==> config.mk <==
export PLATFORM = sky130hd
export DESIGN_NAME = spi_rx_burst_ctrl_flat
export DESIGN_NICKNAME = d
export VERILOG_FILES = /design/src/rtl/spi_pkg.sv /design/src/rtl/spi_rx_burst_ctrl_if.sv /design/src/rtl/spi_rx_fifo.sv /design/src/rtl/spi_rx_burst_ctrl.sv /design/src/flat_wrapper.sv
export SDC_FILE = /design/constraint.sdc
export NUM_CORES = 1
export LEC_CHECK = 0
export CAP_MARGIN = 20
export CORE_AREA = 2 2 141 143
export CTS_CLUSTER_DIAMETER = 120
export DETAILED_ROUTE_END_ITERATION = 6
export DIE_AREA = 0 0 143 145
export PLACE_DENSITY_LB_ADDON = 0.15
export SETUP_SLACK_MARGIN = 0.05
export SLEW_MARGIN = 30
export SYNTH_ARGS = -nofsm -noshare
export SYNTH_HDL_FRONTEND = slang
export SYNTH_HIERARCHICAL = 1
export SYNTH_SLANG_ARGS = --single-unit
==> constraint.sdc <==
create_clock -name i_clk -period 3.76 [get_ports i_clk]
set_clock_uncertainty 0.1 [all_clocks]
set_input_delay 0.564 -clock i_clk [delete_from_list [all_inputs] [get_ports i_clk]]
set_output_delay 0.564 -clock i_clk [all_outputs]
set_load 0.01 [all_outputs]
==> src/rtl/spi_pkg.sv <==
// Shared definitions for the SPI burst receive controller: state encoding,
// width helpers and default timing.
package spi_pkg;

    localparam int BYTE_W      = 8;
    localparam int TMO_W       = 8;
    localparam int DEF_TIMEOUT = 255;

    typedef enum logic [4:0] {
        ST_IDLE   = 5'b00001,
        ST_ISSUE  = 5'b00010,
        ST_WAIT   = 5'b00100,
        ST_GAP    = 5'b01000,
        ST_FINISH = 5'b10000
    } state_e;

    // Length fields must hold MAX_LEN itself, hence one bit above clog2.
    function automatic int len_width(input int max_len);
        return $clog2(max_len) + 1;
    endfunction

endpackage

==> src/rtl/spi_rx_burst_ctrl_if.sv <==
// Request, byte-reader and receive-stream signals of the burst controller.
// The slave modport is the controller's view; master is the surrounding system.
interface spi_rx_burst_ctrl_if #(
    parameter int LEN_W = 5
);
    logic             req;
    logic [LEN_W-1:0] req_len;
    logic             busy;
    logic             rd_start;
    logic             rd_done;
    logic [7:0]       rd_data;
    logic [7:0]       rx_data;
    logic             rx_valid;
    logic             rx_ready;
    logic             rx_last;
    logic             err;
    logic [LEN_W-1:0] bytes_left;

    modport slave (
        input  req, req_len, rd_done, rd_data, rx_ready,
        output busy, rd_start, rx_data, rx_valid, rx_last, err, bytes_left
    );

    modport master (
        output req, req_len, rd_done, rd_data, rx_ready,
        input  busy, rd_start, rx_data, rx_valid, rx_last, err, bytes_left
    );
endinterface

==> src/rtl/spi_rx_fifo.sv <==
// Synchronous capture FIFO; no fall-through, so a write into an empty FIFO
// becomes visible on the following cycle.
module spi_rx_fifo #(
    parameter int DEPTH = 8,
    parameter int WIDTH = 9,
    localparam int AW   = $clog2(DEPTH),
    localparam int CW   = AW + 1
) (
    input  logic             i_clk,
    input  logic             i_rst,
    input  logic             i_wr_en,
    input  logic [WIDTH-1:0] i_wr_data,
    input  logic             i_rd_en,
    output logic [WIDTH-1:0] o_rd_data,
    output logic             o_full,
    output logic             o_empty,
    output logic [CW-1:0]    o_count
);
    logic [WIDTH-1:0] r_mem [DEPTH];
    logic [AW-1:0]    r_wr_ptr;
    logic [AW-1:0]    r_rd_ptr;
    logic [CW-1:0]    r_count;
    logic             w_do_wr;
    logic             w_do_rd;

    assign o_full  = (r_count == CW'(DEPTH));
    assign o_empty = (r_count == '0);
    assign o_count = r_count;

    // A read in the same cycle frees the slot a full-FIFO write lands in.
    assign w_do_rd = i_rd_en && !o_empty;
    assign w_do_wr = i_wr_en && (!o_full || w_do_rd);

    assign o_rd_data = r_mem[r_rd_ptr];

    always_ff @(posedge i_clk) begin
        if (w_do_wr) begin
            r_mem[r_wr_ptr] <= i_wr_data;
        end
    end

    always_ff @(posedge i_clk or posedge i_rst) begin
        if (i_rst) begin
            r_wr_ptr <= '0;
            r_rd_ptr <= '0;
            r_count  <= '0;
        end else begin
            if (w_do_wr) r_wr_ptr <= r_wr_ptr + AW'(1);
            if (w_do_rd) r_rd_ptr <= r_rd_ptr + AW'(1);
            case ({w_do_wr, w_do_rd})
                2'b10:   r_count <= r_count + CW'(1);
                2'b01:   r_count <= r_count - CW'(1);
                default: r_count <= r_count;
            endcase
        end
    end

endmodule

==> src/rtl/spi_rx_burst_ctrl.sv <==
// Sequences multi-byte reads from the serial byte reader, buffers captured
// bytes and streams them out with a last-of-burst tag.
module spi_rx_burst_ctrl
    import spi_pkg::*;
#(
    parameter int MAX_LEN    = 16,
    parameter int FIFO_DEPTH = 8,
    parameter int TIMEOUT    = DEF_TIMEOUT,
    localparam int LEN_W     = len_width(MAX_LEN),
    localparam int CNT_W     = $clog2(FIFO_DEPTH) + 1,
    localparam int ENT_W     = BYTE_W + 1
) (
    input  logic                i_clk,
    input  logic                i_rst,
    spi_rx_burst_ctrl_if.slave  bus
);
    state_e             r_state;
    state_e             w_next;
    logic [LEN_W-1:0]   r_bytes_left;
    logic [TMO_W-1:0]   r_tmo;
    logic               r_err;

    logic               w_len_ok;
    logic               w_accept;
    logic               w_start;
    logic               w_tmo_hit;
    logic               w_rd_en;
    logic               w_wr_en;
    logic               w_slot_free;
    logic               w_full;
    logic               w_empty;
    logic [CNT_W-1:0]   w_count;
    logic [ENT_W-1:0]   w_head;
    logic [ENT_W-1:0]   w_wr_entry;

    assign w_len_ok   = (bus.req_len != '0) && (bus.req_len <= LEN_W'(MAX_LEN));
    assign w_accept   = (r_state == ST_IDLE) && bus.req && w_len_ok;
    assign w_rd_en    = !w_empty && bus.rx_ready;
    assign w_slot_free = (w_count < CNT_W'(FIFO_DEPTH)) || w_rd_en;
    assign w_tmo_hit  = (r_tmo == '0);
    assign w_wr_en    = (r_state == ST_WAIT) && bus.rd_done && (!w_full || w_rd_en);
    assign w_wr_entry = {(r_bytes_left == LEN_W'(1)), bus.rd_data};

    always_comb begin
        w_next  = r_state;
        w_start = 1'b0;
        unique case (r_state)
            ST_IDLE: begin
                if (w_accept) w_next = ST_ISSUE;
            end
            ST_ISSUE: begin
                if (w_slot_free) begin
                    w_start = 1'b1;
                    w_next  = ST_WAIT;
                end
            end
            ST_WAIT: begin
                if (bus.rd_done)    w_next = ST_GAP;
                else if (w_tmo_hit) w_next = ST_FINISH;
            end
            ST_GAP: begin
                w_next = (r_bytes_left != '0) ? ST_ISSUE : ST_FINISH;
            end
            ST_FINISH: begin
                w_next = ST_IDLE;
            end
            default: begin
                w_next = ST_IDLE;
            end
        endcase
    end

    always_ff @(posedge i_clk or posedge i_rst) begin
        if (i_rst) begin
            r_state      <= ST_IDLE;
            r_bytes_left <= '0;
            r_tmo        <= '0;
            r_err        <= 1'b0;
        end else begin
            r_state <= w_next;

            if (w_accept)     r_bytes_left <= bus.req_len;
            else if (w_wr_en) r_bytes_left <= r_bytes_left - LEN_W'(1);

            // Down-counter reaches zero exactly TIMEOUT cycles after the start pulse.
            if (w_start)
                r_tmo <= TMO_W'(TIMEOUT - 1);
            else if (r_state == ST_WAIT && !w_tmo_hit)
                r_tmo <= r_tmo - TMO_W'(1);

            if (w_accept)
                r_err <= 1'b0;
            else if (r_state == ST_IDLE && bus.req && !w_len_ok)
                r_err <= 1'b1;
            else if (r_state == ST_WAIT && !bus.rd_done && w_tmo_hit)
                r_err <= 1'b1;
        end
    end

    spi_rx_fifo #(
        .DEPTH (FIFO_DEPTH),
        .WIDTH (ENT_W)
    ) u_fifo (
        .i_clk     (i_clk),
        .i_rst     (i_rst),
        .i_wr_en   (w_wr_en),
        .i_wr_data (w_wr_entry),
        .i_rd_en   (w_rd_en),
        .o_rd_data (w_head),
        .o_full    (w_full),
        .o_empty   (w_empty),
        .o_count   (w_count)
    );

    assign bus.rd_start   = w_start;
    assign bus.busy       = (r_state != ST_IDLE);
    assign bus.bytes_left = r_bytes_left;
    assign bus.err        = r_err;
    assign bus.rx_valid   = !w_empty;
    assign bus.rx_data    = w_empty ? '0 : w_head[BYTE_W-1:0];
    assign bus.rx_last    = w_empty ? 1'b0 : w_head[BYTE_W];

endmodule

==> src/flat_wrapper.sv <==
// flat-port wrapper written by rule: the top's interface ports become plain ports
module spi_rx_burst_ctrl_flat import spi_pkg::*;
#(
    parameter int MAX_LEN    = 16,
    parameter int FIFO_DEPTH = 8,
    parameter int TIMEOUT    = DEF_TIMEOUT,
    localparam int LEN_W     = len_width(MAX_LEN),
    localparam int CNT_W     = $clog2(FIFO_DEPTH) + 1,
    localparam int ENT_W     = BYTE_W + 1
)
  (i_clk, i_rst, bus_req, bus_req_len, bus_rd_done, bus_rd_data, bus_rx_ready, bus_busy, bus_rd_start, bus_rx_data, bus_rx_valid, bus_rx_last, bus_err, bus_bytes_left);
  spi_rx_burst_ctrl_if #(.LEN_W((len_width(MAX_LEN)))) bus_i ();
  input  logic i_clk;
  input  logic i_rst;
  input wire logic [$bits(bus_i.req)-1:0] bus_req;
  input wire logic [$bits(bus_i.req_len)-1:0] bus_req_len;
  input wire logic [$bits(bus_i.rd_done)-1:0] bus_rd_done;
  input wire logic [$bits(bus_i.rd_data)-1:0] bus_rd_data;
  input wire logic [$bits(bus_i.rx_ready)-1:0] bus_rx_ready;
  output wire logic [$bits(bus_i.busy)-1:0] bus_busy;
  output wire logic [$bits(bus_i.rd_start)-1:0] bus_rd_start;
  output wire logic [$bits(bus_i.rx_data)-1:0] bus_rx_data;
  output wire logic [$bits(bus_i.rx_valid)-1:0] bus_rx_valid;
  output wire logic [$bits(bus_i.rx_last)-1:0] bus_rx_last;
  output wire logic [$bits(bus_i.err)-1:0] bus_err;
  output wire logic [$bits(bus_i.bytes_left)-1:0] bus_bytes_left;
  assign bus_i.req = bus_req;
  assign bus_i.req_len = bus_req_len;
  assign bus_i.rd_done = bus_rd_done;
  assign bus_i.rd_data = bus_rd_data;
  assign bus_i.rx_ready = bus_rx_ready;
  assign bus_busy = bus_i.busy;
  assign bus_rd_start = bus_i.rd_start;
  assign bus_rx_data = bus_i.rx_data;
  assign bus_rx_valid = bus_i.rx_valid;
  assign bus_rx_last = bus_i.rx_last;
  assign bus_err = bus_i.err;
  assign bus_bytes_left = bus_i.bytes_left;
  spi_rx_burst_ctrl #(.MAX_LEN(MAX_LEN), .FIFO_DEPTH(FIFO_DEPTH), .TIMEOUT(TIMEOUT)) u_core (.i_clk(i_clk), .i_rst(i_rst), .bus(bus_i));
endmodule
Word level (Yosys, flattened, before mapping)
Memory sizes are Yosys's and may differ from the RTL's.
Index checks and enable logic that the tools add are counted.
Word-level totals
  bits in registers: 29
  bits in writable memories: 72
  input port bits: 18
  output and inout port bits: 18
  word-level logic and storage cells: 77
  memories: 1
Operators by class
  add/subtract/negate cells: 6
  $lt $le $gt $ge: 2
  eq/ne operators: 12
  multiplexer cells: 20
  reduce and logical (&&, ||, !) cells: 29
Memories
  u_core.u_fifo.r_mem: words 8, bits a word 9, rd ports 1, clocked after Yosys merged registers in 0, wr ports 1, line spi_rx_fifo.sv:19  | logic [WIDTH-1:0] r_mem [DEPTH];
Operators with widths (number)
  5-bit two-way mux: 7
  8-bit two-way mux: 3
  5-bit case mux with 4 select lines: 1
  1-bit logical AND: 12
  5-bit by 1-bit == test with 1-bit output, second input constant: 2
  5-bit nonzero test: 2
  8-bit logical NOT: 1
  1-bit two-way mux: 8
  4-bit case mux with 2 select lines: 1
  8-bit by 1-bit subtractor with 8-bit output, second input constant: 1
  3-bit by 1-bit adder with 3-bit output, second input constant: 2
  2-bit nonzero test: 3
  5-bit by 2-bit == test with 1-bit output, second input constant: 1
  5-bit by 3-bit == test with 1-bit output, second input constant: 1
  5-bit by 4-bit == test with 1-bit output, second input constant: 1
  5-bit <= comparator, second input constant: 1
  1-bit logical NOT: 5
  5-bit by 1-bit != test with 1-bit output, second input constant: 1
  5-bit by 1-bit subtractor with 5-bit output, second input constant: 1
  4-bit by 1-bit adder with 4-bit output, second input constant: 1
  4-bit == test, second input constant: 1
  4-bit logical NOT: 1
  4-bit less-than comparator, second input constant: 1
  2-bit by 1-bit != test with 1-bit output, second input constant: 2
  7 further kinds: 9

Logic depth before layout (Yosys ltp)
Gate-level depths: netlist (run 1).
  word-level depth: 8
  mapped depth: 13
  depth with buffers taken out: 12

Modules after synthesis
The synthesis (run 1) kept the hierarchy.
Modules (own cells, without submodules)
  spi_rx_fifo: instances 1, cells an instance 176, area an instance 3484.6 µm², seq. area each 2412.3 µm²
  spi_rx_burst_ctrl: instances 1, cells an instance 133, area an instance 1209.9 µm², seq. area each 476.7 µm²

Worst setup path before layout (run 1)
OpenSTA, ideal clock, no wires.
  path kind: register to register
  start: register u_core.u_fifo.r_count[0], in the netlist u_core/u_fifo/o_count[0]
  end: register u_core.u_fifo.r_count[3], in the netlist u_core/u_fifo/o_count[3]
  library setup time: 69 ps
  arrival time: 2880 ps
  data required time: 3591 ps
  slack: 710 ps
  cell stages (with the launch flop): 14
  buffers on the path: 2
  clock period less this slack: 3050 ps
  cells stage by stage: dfrtp_1 -> or3_1 -> buf_6 -> nor2_1 -> nand2b_1 -> a211oi_2 -> buf_2 -> or2_2 -> inv_1 -> ha_1 -> or2_2 -> nand3_1 -> mux2_2 -> nand3b_1
On the way
  cells in the longest elaborated chain, start to end: 8
  elaborated cells on any way between the ends: 16
  those cells by class: add/sub (2); eq/ne (3); mux (1); reduce/logical (10)
RTL lines
  from (decl): line spi_rx_fifo.sv:22  | logic [CW-1:0] r_count;
  from (signal assigned): line spi_rx_fifo.sv:51  | 2'b10: r_count <= r_count + CW'(1);
  from (signal assigned): line spi_rx_fifo.sv:52  | 2'b01: r_count <= r_count - CW'(1);
  from (signal assigned): line spi_rx_fifo.sv:53  | default: r_count <= r_count;
  4-bit logical NOT *: line spi_rx_fifo.sv:27  | assign o_empty = (r_count == '0);
  via u_core.w_empty: line spi_rx_burst_ctrl.sv:31  | logic w_empty;
  1-bit logical NOT *: line spi_rx_burst_ctrl.sv:38  | assign w_rd_en = !w_empty && bus.rx_ready;
  1-bit logical AND *: line spi_rx_burst_ctrl.sv:38
  1-bit logical OR *: line spi_rx_burst_ctrl.sv:41  | assign w_wr_en = (r_state == ST_WAIT) && bus.rd_done && (!w_full || w_rd_en);
  1-bit logical AND *: line spi_rx_burst_ctrl.sv:41
  via u_core.w_wr_en: line spi_rx_burst_ctrl.sv:28  | logic w_wr_en;
  1-bit logical AND *: line spi_rx_fifo.sv:32  | assign w_do_wr = i_wr_en && (!o_full || w_do_rd);
  2-bit by 1-bit == test with 1-bit output / 2-bit == test (equally long branches): line spi_rx_fifo.sv:50  | case ({w_do_wr, w_do_rd})
  4-bit case mux with 2 select lines / 2-bit nonzero test (equally long branches)
Mark *: on every way through the listed nets, which the timed path passes. The rest lies on a longest branch.
A chain may end at the register's enable or synchronous reset.

Worst setup path in the final report (run 1)
  start: register u_core.u_fifo.r_count[0], in the netlist u_core/u_fifo/o_count[0]
  end: output bus_rd_start
On the way
  cells in the longest elaborated chain, start to end: 6
  elaborated cells on any way between the ends: 7
  those cells by class: order compare (1); mux (2); reduce/logical (4)
RTL lines
  4-bit logical NOT: line spi_rx_fifo.sv:27
  via u_core.w_empty: line spi_rx_burst_ctrl.sv:31
  1-bit logical NOT: line spi_rx_burst_ctrl.sv:38
  1-bit logical AND: line spi_rx_burst_ctrl.sv:38
  1-bit logical OR: line spi_rx_burst_ctrl.sv:39  | assign w_slot_free = (w_count < CNT_W'(FIFO_DEPTH)) || w_rd_en;
  1-bit two-way mux: line spi_rx_burst_ctrl.sv:52  | if (w_slot_free) begin
  1-bit two-way mux: line spi_rx_burst_ctrl.sv:47  | unique case (r_state)
  to (decl): line flat_wrapper.sv:21  | output wire logic [$bits(bus_i.rd_start)-1:0] bus_rd_start;
The timed path passes the listed nets, and every way through them passes these cells.

==> reports/results.ini, run 1 <==
[outcome]
outcome=completed

[sta]
layout_setup_ws_ns=0.354
slew_viol_final=0
hold_viol=0
fin_crit_sh=0.906
tightestPinTransition_ns=0.793
finalSetupViolCount=0
fmax_mhz=294
slew-limit-headroom=0.471
rsz0062_at_grt=false
period_needed_ns=3.41
fin_tns_setup_ns=0

[global_routing]
overflow=0
grt_pass1_wl_um=15100
first_global_vias=2684
grt_use_total=0.0980
grt_max_degree=21
antenna_found_initial=0

[power_and_ir_drop]
cellLeakagePower_uw=0.00200
p_sw_uw=1160
ir_drop_v=0.000271
p_clk_frac=0.254
seqPwrFrac=0.393
pwr-share-comb=0.353
p_int_uw=2550
powerDensity_mw_per_mm2=651
p_sw_frac=0.312

[drt]
routed_wl_um=9810
postRouteAntennaNets=0
remaining_drc_errors=0
routed_via_density=4.15
wl_per_cell_um=15.6
drt_iter0_drc=120
vias=2616
drt_first_pass_iters=4

[setup_path]
r2r_cells=12
critPathArrivalTime_ns=2.74
regToRegStartpoint=u_core/u_fifo/o_count[0]$_DFFE_PP0P_
worstPathMaxFanout=9
reg2reg_setup_slack_ns=0.55
cp.required_ns=3.10
r2r_end=u_core/u_fifo/o_count[3]$_DFFE_PP0P_
crit_path_end_kind=primary output
critPathLaunchType=register
crit_type=register to primary output

[clock_tree]
cts_buffers=9
cts_hold_buf=0
ctsHtreeMaxLevel=3
cts-root-buf=clkbuf_16
insertion_delay_ns=0.35
clkSlewWorstSetupHoldPaths_ns=0.07
clockBufferDepth=2
ctsResizeCount=0
cts_sinks=101
cts_setup_buffers=0
cts_tree=built

[place]
place_ws_ns=0.505
portBuffers=35
place_hpwl_um=6430
gp_congestion=0.699
placed_area_mm2=0.00539

[hold_path]
hp-start=u_core/r_tmo[7]$_DFFE_PP0P_
hold_class=register to register
hold_depth=1
hold_path_end=u_core/r_tmo[7]$_DFFE_PP0P_

[yosys]
synth.net_count=337
yosys_most_used_dff=edfxtp_1
synthDistinctLibCells=50
ys_warn_count=6
synthTopCellsByArea=edfxtp_1 46%, dfrtp_1 15%, mux4_1 9.0%
synth_enable_flop_cells=72
syn_avg_cell_area_um2=15.2
yosysMostFrequentCell=edfxtp_1
async_reset_ff_frac=0.287
yosysTopAreaCellShare=0.461
synth-seq-cells=101
synthCells=309
yosysTopAreaCell=edfxtp_1
synth.cells.most_frequent=72 x edfxtp_1, 28 x dfrtp_1, 23 x nand2_1
syn_area_mm2=0.00469
yosysSeqAreaShare=0.615

[layout]
antenna_cells=0
fin_area_mm2=0.00569
nets=389
post-route-util=0.296
layout-drive-gt1-share=0.161
final.fill_count=1927
areaGrowthSynthToFinish_pct=21.2

[floorplan]
design.core.area_mm2=0.0192
fp.dieH_um=145
die-area_mm2=0.0207
die_x_um=143
start_util=0.244
std_cell_rows=51
io_pins=36

[job]
drv_cap=0

-- layer usage --
metal	global-route usage	wire (µm)	share of wire
met2	0.157	4630	0.47
met1	0.128	4780	0.49
met5	0	0	0
met4	0.0327	116	0.012
met3	0.0271	287	0.029
-- cell usage in the layout (no fill, tap or decap), drive strengths merged, types with 3 or more instances in the layout --
cell / instances
ha: 9
o21ai: 4
clkdlybuf4s50: 35
a21oi: 10
nor3: 7
mux2: 13
mux4: 18
dfrtp: 28
clkbuf: 9
or3: 4
nand2b: 7
buf: 17
xnor2: 14
inv: 19
nor2b: 10
nand2: 23
edfxtp: 72
nand3: 4
nor4: 8
nor2: 20
clkinv: 3
xor2: 4
-- worst max-delay path, cell delays in order (launching register included) --
cell             delay, ns
dfrtp_1               0.39
or3_1                 0.55
nor2_1                0.19
nand2b_1              0.24
nand2_1               0.11
nand3_1               0.29
inv_1                 0.13
clkdlybuf4s50_1       0.50
-- final cells by class --
| class | count | area (µm²) | area share |
|---|---|---|---|
| clock buffers | 9 | 225 | 0.0396 |
| multi-input cells | 181 | 1630 | 0.287 |
| clock inverters | 7 | 72.6 | 0.0128 |
| inverters | 16 | 60.1 | 0.0106 |
| flip-flops and latches | 101 | 2890 | 0.508 |
| well taps | 265 | 332 | 0.0583 |
| repair buffers | 52 | 478 | 0.0840 |
-- sequential cells by signal (all words and copies together), names as in the netlist --
signal                  cells
u_core/bus.err              1
u_core/r_tmo                8
u_core/r_state              5
u_core/u_fifo/r_wr_ptr      3
u_core/u_fifo/r_mem        72
u_core/bus.bytes_left       5
u_core/u_fifo/r_rd_ptr      3
u_core/u_fifo/o_count       4
-- power by group through the flow --
| stage | registers (µW) | logic [µW] | clock network (µW) |
|---|---|---|---|
| floorplan | 1440 | 937 | 0 |
| global placement | 1480 | 1320 | 0 |
| detailed placement | 1480 | 1320 | 0 |
| CTS | 1460 | 1330 | 979 |
| global route | 1480 | 1440 | 1010 |
| finish | 1450 | 1310 | 942 |
-- stage by stage --
| step | total power (µW) | hold WS (ns) | cells |
|---|---|---|---|
| final | 3700 | 0.379 | 631 |
| after global routing | 3930 | 0.399 | 631 |
| after CTS | 3770 | 0.380 | 631 |
| after detailed placement | 2800 | 0.370 | 615 |
| after global placement | 2800 | 0.373 | 615 |
| after floorplan | 2370 | 0.304 | 309 |
-- kinds of logic after synthesis --
| group | synth area share |
|---|---|
| xor+xnor | 0.0336 |
| buf+inv | 0.0368 |
| mux | 0.135 |
| flops | 0.615 |
| fa+ha+maj | 0.0283 |
| compound gates | 0.0445 |
| simple gates | 0.106 |
-- worst max-delay path by stage --
stage | start | to | slack, ns | cells past startpoint
5_1_grt | u_core/u_fifo/o_count[0]$_DFFE_PP0P_ | bus_rd_start | 0.16 | 7
2_1_floorplan | u_core/u_fifo/o_count[0]$_DFFE_PP0P_ | u_core/u_fifo/o_count[3]$_DFFE_PP0P_ | 0.71 | 13
3_3_place_gp | bus_rx_ready | u_core/u_fifo/o_count[3]$_DFFE_PP0P_ | 0.57 | 11
6_report | u_core/u_fifo/o_count[0]$_DFFE_PP0P_ | bus_rd_start | 0.35 | 7
4_1_cts | u_core/u_fifo/o_count[0]$_DFFE_PP0P_ | bus_rd_start | 0.28 | 7
3_5_place_dp | bus_rx_ready | u_core/u_fifo/o_count[3]$_DFFE_PP0P_ | 0.50 | 11
No activity file was read; power rests on OpenSTA's default activity.
==> inputs of run 2 (changes only) <==
--- a/config.mk
+++ b/config.mk
@@ -7,11 +7,13 @@
 export LEC_CHECK = 0
 export CAP_MARGIN = 20
 export CORE_AREA = 2 2 141 143
+export CTS_BUF_LIST = sky130_fd_sc_hd__clkbuf_4 sky130_fd_sc_hd__clkbuf_8 sky130_fd_sc_hd__clkbuf_16
 export CTS_CLUSTER_DIAMETER = 120
 export DETAILED_ROUTE_END_ITERATION = 6
 export DIE_AREA = 0 0 143 145
 export PLACE_DENSITY_LB_ADDON = 0.15
 export SETUP_SLACK_MARGIN = 0.05
+export SKIP_CTS_REPAIR_TIMING = 1
 export SLEW_MARGIN = 30
 export SYNTH_ARGS = -nofsm -noshare
 export SYNTH_HDL_FRONTEND = slang
==> results of run 2 <==
No change in the layout: final DEF, timing and power equal those of run 1.
